==> src/rtl/wb_la_pkg.sv <==
// Shared types and constants for the logic-analyzer driven Wishbone initiator.
package wb_la_pkg;
  typedef enum logic [1:0] {
    IDLE = 2'd0,
    BUS  = 2'd1,
    RESP = 2'd2
  } wb_la_state_t;

  localparam logic [31:0] WB_LA_TIMEOUT_DATA   = 32'hFFFF_FFFF;
  localparam logic [31:0] WB_LA_WRITE_RSP_DATA = 32'h0;
endpackage

==> src/rtl/wb_la_timeout.sv <==
// Saturating wait counter: o_hit flags the cycle whose increment would reach
// TIMEOUT_CYCLES, so stb spans exactly TIMEOUT_CYCLES cycles.
module wb_la_timeout #(
  parameter int TIMEOUT_CYCLES = 255
) (
  input  logic i_clk,
  input  logic i_rst,
  input  logic i_clr,
  input  logic i_en,
  output logic o_hit
);
  localparam int W = $clog2(TIMEOUT_CYCLES + 1);
  localparam logic [W-1:0] LIMIT = W'(TIMEOUT_CYCLES);
  localparam logic [W-1:0] LAST  = W'(TIMEOUT_CYCLES - 1);
  localparam logic [W-1:0] ONE   = W'(1);

  logic [W-1:0] r_cnt;

  always_ff @(posedge i_clk) begin
    if (i_rst || i_clr) begin
      r_cnt <= '0;
    end else if (i_en && (r_cnt != LIMIT)) begin
      r_cnt <= r_cnt + ONE;
    end
  end

  assign o_hit = i_en && (r_cnt == LAST);
endmodule

==> src/rtl/wb_la_master.sv <==
// Single-transfer Wishbone classic initiator: one command in, one bus cycle,
// one response out, with a bounded wait that aborts on a silent slave.
module wb_la_master
  import wb_la_pkg::*;
#(
  parameter int TIMEOUT_CYCLES = 255
) (
  input  logic        wb_clk_i,
  input  logic        wb_rst_i,
  input  logic        cmd_valid_i,
  output logic        cmd_ready_o,
  input  logic        cmd_we_i,
  input  logic [31:0] cmd_adr_i,
  input  logic [31:0] cmd_dat_i,
  input  logic [3:0]  cmd_sel_i,
  output logic        rsp_valid_o,
  input  logic        rsp_ready_i,
  output logic [31:0] rsp_dat_o,
  output logic        rsp_err_o,
  output logic        busy_o,
  output logic        wbm_cyc_o,
  output logic        wbm_stb_o,
  output logic        wbm_we_o,
  output logic [31:0] wbm_adr_o,
  output logic [31:0] wbm_dat_o,
  output logic [3:0]  wbm_sel_o,
  input  logic        wbm_ack_i,
  input  logic [31:0] wbm_dat_i
);
  wb_la_state_t r_state, w_state_nxt;

  logic        r_cyc, r_we, r_rsp_err;
  logic [31:0] r_adr, r_dat, r_rsp_dat;
  logic [3:0]  r_sel;
  logic        w_accept, w_ack, w_hit, w_cnt_en;

  assign w_accept = (r_state == IDLE) && cmd_valid_i;
  assign w_ack    = (r_state == BUS) && wbm_ack_i;
  assign w_cnt_en = (r_state == BUS) && !wbm_ack_i;

  wb_la_timeout #(.TIMEOUT_CYCLES(TIMEOUT_CYCLES)) u_timeout (
    .i_clk (wb_clk_i),
    .i_rst (wb_rst_i),
    .i_clr (w_accept),
    .i_en  (w_cnt_en),
    .o_hit (w_hit)
  );

  always_comb begin
    w_state_nxt = r_state;
    case (r_state)
      IDLE:    if (cmd_valid_i) w_state_nxt = BUS;
      BUS:     if (wbm_ack_i || w_hit) w_state_nxt = RESP;
      RESP:    if (rsp_ready_i) w_state_nxt = IDLE;
      default: w_state_nxt = IDLE;
    endcase
  end

  always_ff @(posedge wb_clk_i) begin
    if (wb_rst_i) begin
      r_state <= IDLE;
      r_cyc   <= 1'b0;
    end else begin
      r_state <= w_state_nxt;
      r_cyc   <= (w_state_nxt == BUS);
    end
  end

  always_ff @(posedge wb_clk_i) begin
    if (wb_rst_i) begin
      r_we  <= 1'b0;
      r_adr <= '0;
      r_dat <= '0;
      r_sel <= '0;
    end else if (w_accept) begin
      r_we  <= cmd_we_i;
      r_adr <= cmd_adr_i;
      r_dat <= cmd_dat_i;
      r_sel <= cmd_sel_i;
    end
  end

  // Ack is checked first so a late ack on the timeout edge still returns data.
  always_ff @(posedge wb_clk_i) begin
    if (wb_rst_i) begin
      r_rsp_dat <= '0;
      r_rsp_err <= 1'b0;
    end else if (w_ack) begin
      r_rsp_dat <= r_we ? WB_LA_WRITE_RSP_DATA : wbm_dat_i;
      r_rsp_err <= 1'b0;
    end else if (w_hit) begin
      r_rsp_dat <= WB_LA_TIMEOUT_DATA;
      r_rsp_err <= 1'b1;
    end
  end

  assign cmd_ready_o = (r_state == IDLE);
  assign rsp_valid_o = (r_state == RESP);
  assign busy_o      = (r_state != IDLE);
  assign rsp_dat_o   = r_rsp_dat;
  assign rsp_err_o   = r_rsp_err;
  assign wbm_cyc_o   = r_cyc;
  assign wbm_stb_o   = r_cyc;
  assign wbm_we_o    = r_we;
  assign wbm_adr_o   = r_adr;
  assign wbm_dat_o   = r_dat;
  assign wbm_sel_o   = r_sel;
endmodule

==> config.mk <==
export PLATFORM = sky130hd
export DESIGN_NAME = wb_la_master
export DESIGN_NICKNAME = d
export VERILOG_FILES = /design/src/rtl/wb_la_pkg.sv /design/src/rtl/wb_la_timeout.sv /design/src/rtl/wb_la_master.sv
export SDC_FILE = /design/constraint.sdc
export NUM_CORES = 1
export LEC_CHECK = 0
export BUFFER_PORTS_ARGS = -buffer_cell sky130_fd_sc_hd__buf_4
export CELL_PAD_IN_SITES_DETAIL_PLACEMENT = 0
export CELL_PAD_IN_SITES_GLOBAL_PLACEMENT = 2
export CORE_AREA = 10 10 139 141
export DETAILED_ROUTE_END_ITERATION = 10
export DIE_AREA = 0 0 149 151
export PLACE_DENSITY = 0.86
export SLEW_MARGIN = 20
export SYNTH_ARGS = -nofsm -noshare
export SYNTH_HDL_FRONTEND = slang
export SYNTH_HIERARCHICAL = 1
export SYNTH_SLANG_ARGS = --single-unit
export TNS_END_PERCENT = 10
==> constraint.sdc <==
create_clock -name wb_clk_i -period 5.6 [get_ports wb_clk_i]
set_input_delay 1.12 -clock wb_clk_i [delete_from_list [all_inputs] [get_ports wb_clk_i]]
set_output_delay 1.12 -clock wb_clk_i [all_outputs]
set_load 0.03 [all_outputs]
# After elaboration in Yosys (flattened, before gate mapping)
# Index checks and enable logic that the tools add are counted.
[classes]
addsub = 1
muxes = 7
n_eq_ne = 5
reduce_logical = 12
[ops]
columns = ["operator", "count"]
rows = [
  ["32-bit two-way mux", 3],
  ["8-bit by 1-bit adder with 8-bit output, second input constant", 1],
  ["8-bit equality test, second input constant", 1],
  ["8-bit != test, second input constant", 1],
  ["2-bit two-way mux", 3],
  ["2-bit one-hot mux with 3 select lines", 1],
  ["1-bit logical AND", 5],
  ["2-bit by 1-bit equality test with 1-bit output, second input constant", 2],
  ["2-bit nonzero test", 2],
  ["2-bit equality test, second input constant", 1],
  ["2-bit logical NOT", 1],
  ["1-bit logical OR", 2],
  ["2-bit OR reduction", 1],
  ["1-bit logical NOT", 1],
]
[totals]
wordCells = 34
inputBits = 106
regBits = 113
output_inout_bits = 107

# Logic depth before layout (Yosys ltp)
[logic_depth]
depth_word = 7
depth_mapped = 8
ltp_nobuf = 7

# By module
# The synthesis kept the hierarchy.
[modules_own_cells]
columns = ["module", "cells_per_inst", "seq_area_each_um2", "n_inst", "area_per_inst_um2"]
rows = [
  ["wb_la_master", 467, 2102.0, 1, 3916.3],
  ["wb_la_timeout", 51, 160.2, 1, 459.2],
]

# Worst setup path before layout
# No wires, ideal clock.
[synth_timing]
path_type = "input -> register"
startpoint = "input port wbm_ack_i"
endpoint = "register r_rsp_dat[10] (netlist: rsp_dat_o[10])"
cell_stages = 7
t_required_ns = 5.514
setup_ns = 0.086
arrival_time_ns = 2.435
setup_slack_ns = 3.079
path_buffers = 2
cell_sequence = "nor2_1 > nand2_1 > nor3_1 > clkbuf_1 > clkbuf_1 > nor3_1 > a211oi_1"
[synth_between]
elab_chain_len = 4
elab_cells_between_ends = 6
cone_classes = "mux: 1; reduce/logical: 5"
[synth_lines]
columns = ["item", "line", "text"]
rows = [
  ["start, declared", "wb_la_master.sv:27", "input logic wbm_ack_i,"],
  ["1-bit logical NOT", "wb_la_master.sv:39", "assign w_cnt_en = (r_state == BUS) && !wbm_ack_i;"],
  ["1-bit logical AND", "wb_la_master.sv:39", ""],
  ["1-bit logical AND", "wb_la_timeout.sv:27", "assign o_hit = i_en && (r_cnt == LAST);"],
  ["named net w_hit", "wb_la_master.sv:35", "logic w_accept, w_ack, w_hit, w_cnt_en;"],
  ["2-bit nonzero test (no line)", "n/a", ""],
  ["end signal, assigned", "wb_la_master.sv:89", "r_rsp_dat <= r_we ? WB_LA_WRITE_RSP_DATA : wbm_dat_i;"],
  ["end, declared", "wb_la_master.sv:33", "logic [31:0] r_adr, r_dat, r_rsp_dat;"],
]
# The timed path passes the listed nets, and every way through them passes these cells.
# A chain may end at the register's enable or synchronous reset.

# Final worst setup path
[layout_timing]
startpoint = "input port cmd_valid_i"
endpoint = "register u_timeout.r_cnt[7]"
[layout_between]
elab_chain_len = 2
[layout_lines]
columns = ["item", "line", "text"]
rows = [
  ["start, declared", "wb_la_master.sv:10", "input logic cmd_valid_i,"],
  ["1-bit logical AND", "wb_la_master.sv:37", "assign w_accept = (r_state == IDLE) && cmd_valid_i;"],
  ["1-bit logical OR", "wb_la_timeout.sv:20", "if (i_rst || i_clr) begin"],
  ["end signal, assigned", "wb_la_timeout.sv:23", "r_cnt <= r_cnt + ONE;"],
  ["end, declared", "wb_la_timeout.sv:17", "logic [W-1:0] r_cnt;"],
]
# Every way passes these cells.

==> results.sh <==
export IMPL_wl_per_cell_um=15.7
export IMPL_synth_cells=518
export IMPL_r2r_setup_slack_ps=3270
export IMPL_cts_buffers=17
export IMPL_crit_type="input pin to flop"
export IMPL_clock_root_buffer="clkbuf_16"
export IMPL_maxCapViolCount=0
export IMPL_finalCriticalPeriod_ps=2770
export IMPL_synth_edf_count=0
export IMPL_synth_area_leaders="dfxtp_1 (52%), nand2_1 (12%), a21oi_1 (8.1%), a211oi_1 (6.2%), nand2b_1 (4.7%)"
export IMPL_start_util_pct=26.6
export IMPL_irDropWorstVdd_mv=0.195
export IMPL_htreeDepth=4
export IMPL_r2r_end="u_timeout/r_cnt[7]"
export IMPL_hp_start="wbm_dat_o[28]"
export IMPL_synth_area_sq_mm=0.00438
export IMPL_drtIter0Drc=197
export IMPL_io_buffers=212
export IMPL_layout_drive_gt1_share_pct=35.3
export IMPL_nNetsFinal=817
export IMPL_num_fill_cells=1723
export IMPL_p_leak_uw=0.00286
export IMPL_cts_setup_buffers=0
export IMPL_end_kind="flop"
export IMPL_skew_ps=6.98
export IMPL_wirelength_um=14700
export IMPL_grt_pass1_vias=4165
export IMPL_die_h_um=151
export IMPL_clk_insertion_delay_late_ps=410
export IMPL_r2r_cells=5
export IMPL_ioPinCount=213
export IMPL_hold_buffers=0
export IMPL_ys_types=32
export IMPL_synthArstFlopShare_pct=0
export IMPL_synth_top_area_share_pct=51.7
export IMPL_grt_total_usage_pct=12.7
export IMPL_core_area_sq_mm=0.0165
export IMPL_fp_row_count=47
export IMPL_cts_resized=0
export IMPL_min_period_over_period_pct=49.5
export IMPL_layout_common_cells="buf_4 (213), nand2_1 (144), dfxtp_1 (113)"
export IMPL_cts_tree="done"
export IMPL_worstPathArrival_ps=3090
export IMPL_drtAntennaViolNets=0
export IMPL_antenna_cells=0
export IMPL_fin_util_pct=40.2
export IMPL_hold_viol=0
export IMPL_clkSinkCount=113
export IMPL_cp_start_kind="input pin"
export IMPL_worstReg2RegStart="r_state[0]"
export IMPL_cp_max_fo=73
export IMPL_worstHoldEndpoint="wbm_dat_o[28]"
export IMPL_power_density_mw_per_mm2=352
export IMPL_dp_hpwl_um=10500
export IMPL_final_max_slew_viol_count=0
export IMPL_slew_headroom_pct=38.9
export IMPL_firstDrtPassIters=4
export IMPL_path_clk_slew_ps=50
export IMPL_yosysSeqAreaShare_pct=51.7
export IMPL_ys_ff_latch=113
export IMPL_die_area_sq_mm=0.0225
export IMPL_ys_warnings_count=6
export IMPL_grt_pass1_wl_um=22600
export IMPL_outcome="finished clean"
export IMPL_grt_antenna_before_repair=0
export IMPL_setup_viol=0
export IMPL_required_ps=5920
export IMPL_gp_congestion=0.762
export IMPL_hp_class="flop to flop"
export IMPL_drc=0
export IMPL_grt_max_degree=110
export IMPL_synth_nets=626
export IMPL_avgSynthCellArea_sq_um=8.45
export IMPL_finalSetupTns_ps=0
export IMPL_routed_via_density=4.44
export IMPL_rsz0062_at_grt="false"
export IMPL_tightest_slew_ps=915
export IMPL_area_growth_pct=51.2
export IMPL_synth_top_area_cell="dfxtp_1"
export IMPL_via_count=4166
export IMPL_die_x_um=149
export IMPL_clk_path_buf_depth=2
export IMPL_fmax_ghz=0.361
export IMPL_hold_depth=2
export IMPL_synth_flop_cell="dfxtp_1"
export IMPL_layout_commonest_cell="buf_4"
export IMPL_grt_ovfl_total=0
-- final cells by class --
cell class	instances	area (sq um)	area share (%)
clock buffers	24	522	7.88
clock inverters	5	75.1	1.13
inverters	7	31.3	0.473
multi-input cells	356	1840	27.8
flip-flops and latches	113	2260	34.2
well taps	220	275	4.16
repair buffers	214	1610	24.3
-- worst max-delay path: stages --
cell and delay [ps]:
buf_4 110, or3b_2 170, buf_4 590, inv_6 390, or2_2 440, a211oi_1 210
-- synth_stat cells (2+ instances only) --
| library cell | count |
|---|---|
| a211oi_1 | 36 |
| a21oi_1 | 71 |
| a31oi_1 | 2 |
| and4_4 | 2 |
| buf_1 | 3 |
| buf_2 | 4 |
| buf_4 | 3 |
| buf_6 | 10 |
| clkbuf_1 | 22 |
| dfxtp_1 | 113 |
| ha_1 | 2 |
| inv_1 | 6 |
| mux2i_1 | 4 |
| nand2_1 | 144 |
| nand2b_1 | 33 |
| nand3_1 | 2 |
| nand3_2 | 2 |
| nand4_1 | 2 |
| nor2_1 | 6 |
| nor3_1 | 37 |
| or2_2 | 2 |
| or3_1 | 2 |
-- kinds of logic after synthesis --
group	synth area share [%]
AO/OA/AOI/OAI	15.8
adder cells (fa/ha/maj)	0.572
buffers and inverters	6.41
flip-flops	51.7
multiplexers	0.915
AND/OR/NAND/NOR	24.6
-- worst max-delay path by stage --
stage                      from            endpoint  slack, ps  depth (start not counted)
floorplan             wbm_ack_i       rsp_dat_o[10]       3080                          7
global placement    cmd_valid_i  u_timeout/r_cnt[4]       2480                          7
detailed placement  cmd_valid_i  u_timeout/r_cnt[7]       2390                          6
CTS                    wbm_we_o            wbm_we_o       2810                          1
global route        cmd_valid_i  u_timeout/r_cnt[4]       2690                          7
finish              cmd_valid_i  u_timeout/r_cnt[7]       2830                          6
-- routing by layer --
metal	track usage, %	share of wire (%)
met5	0	0
met4	5.15	1.3
met3	6.15	8.7
met2	20.5	49
met1	14.2	41
-- power breakdown --
part           switching [uW]  internal (uW)  total (uW)
sequential               29.9            853         883
clock                     353            727        1080
combinational             216            149         365
-- sequential cells by signal (all words and copies together) (netlist names) --
name and count:
rsp_dat_o 32, wbm_adr_o 32, wbm_dat_o 32, u_timeout/r_cnt 8
wbm_sel_o 4, r_state 2, rsp_err_o 1, wbm_cyc_o 1
wbm_we_o 1
-- per-stage QoR --
| step | std cells | hold WS, ps | power, uW | worst slack (ps) | cell area [sq um] |
|---|---|---|---|---|---|
| after floorplan | 518 | 478 | 1110 | 3080 | 4380 |
| after global placement | 910 | 443 | 1270 | 2480 | 6010 |
| after detailed placement | 910 | 449 | 1270 | 2390 | 6010 |
| after CTS | 939 | 456 | 2360 | 2810 | 6610 |
| after global routing | 939 | 474 | 2430 | 2690 | 6620 |
| final | 939 | 453 | 2330 | 2830 | 6620 |
Power figures use the tool's default switching activity.
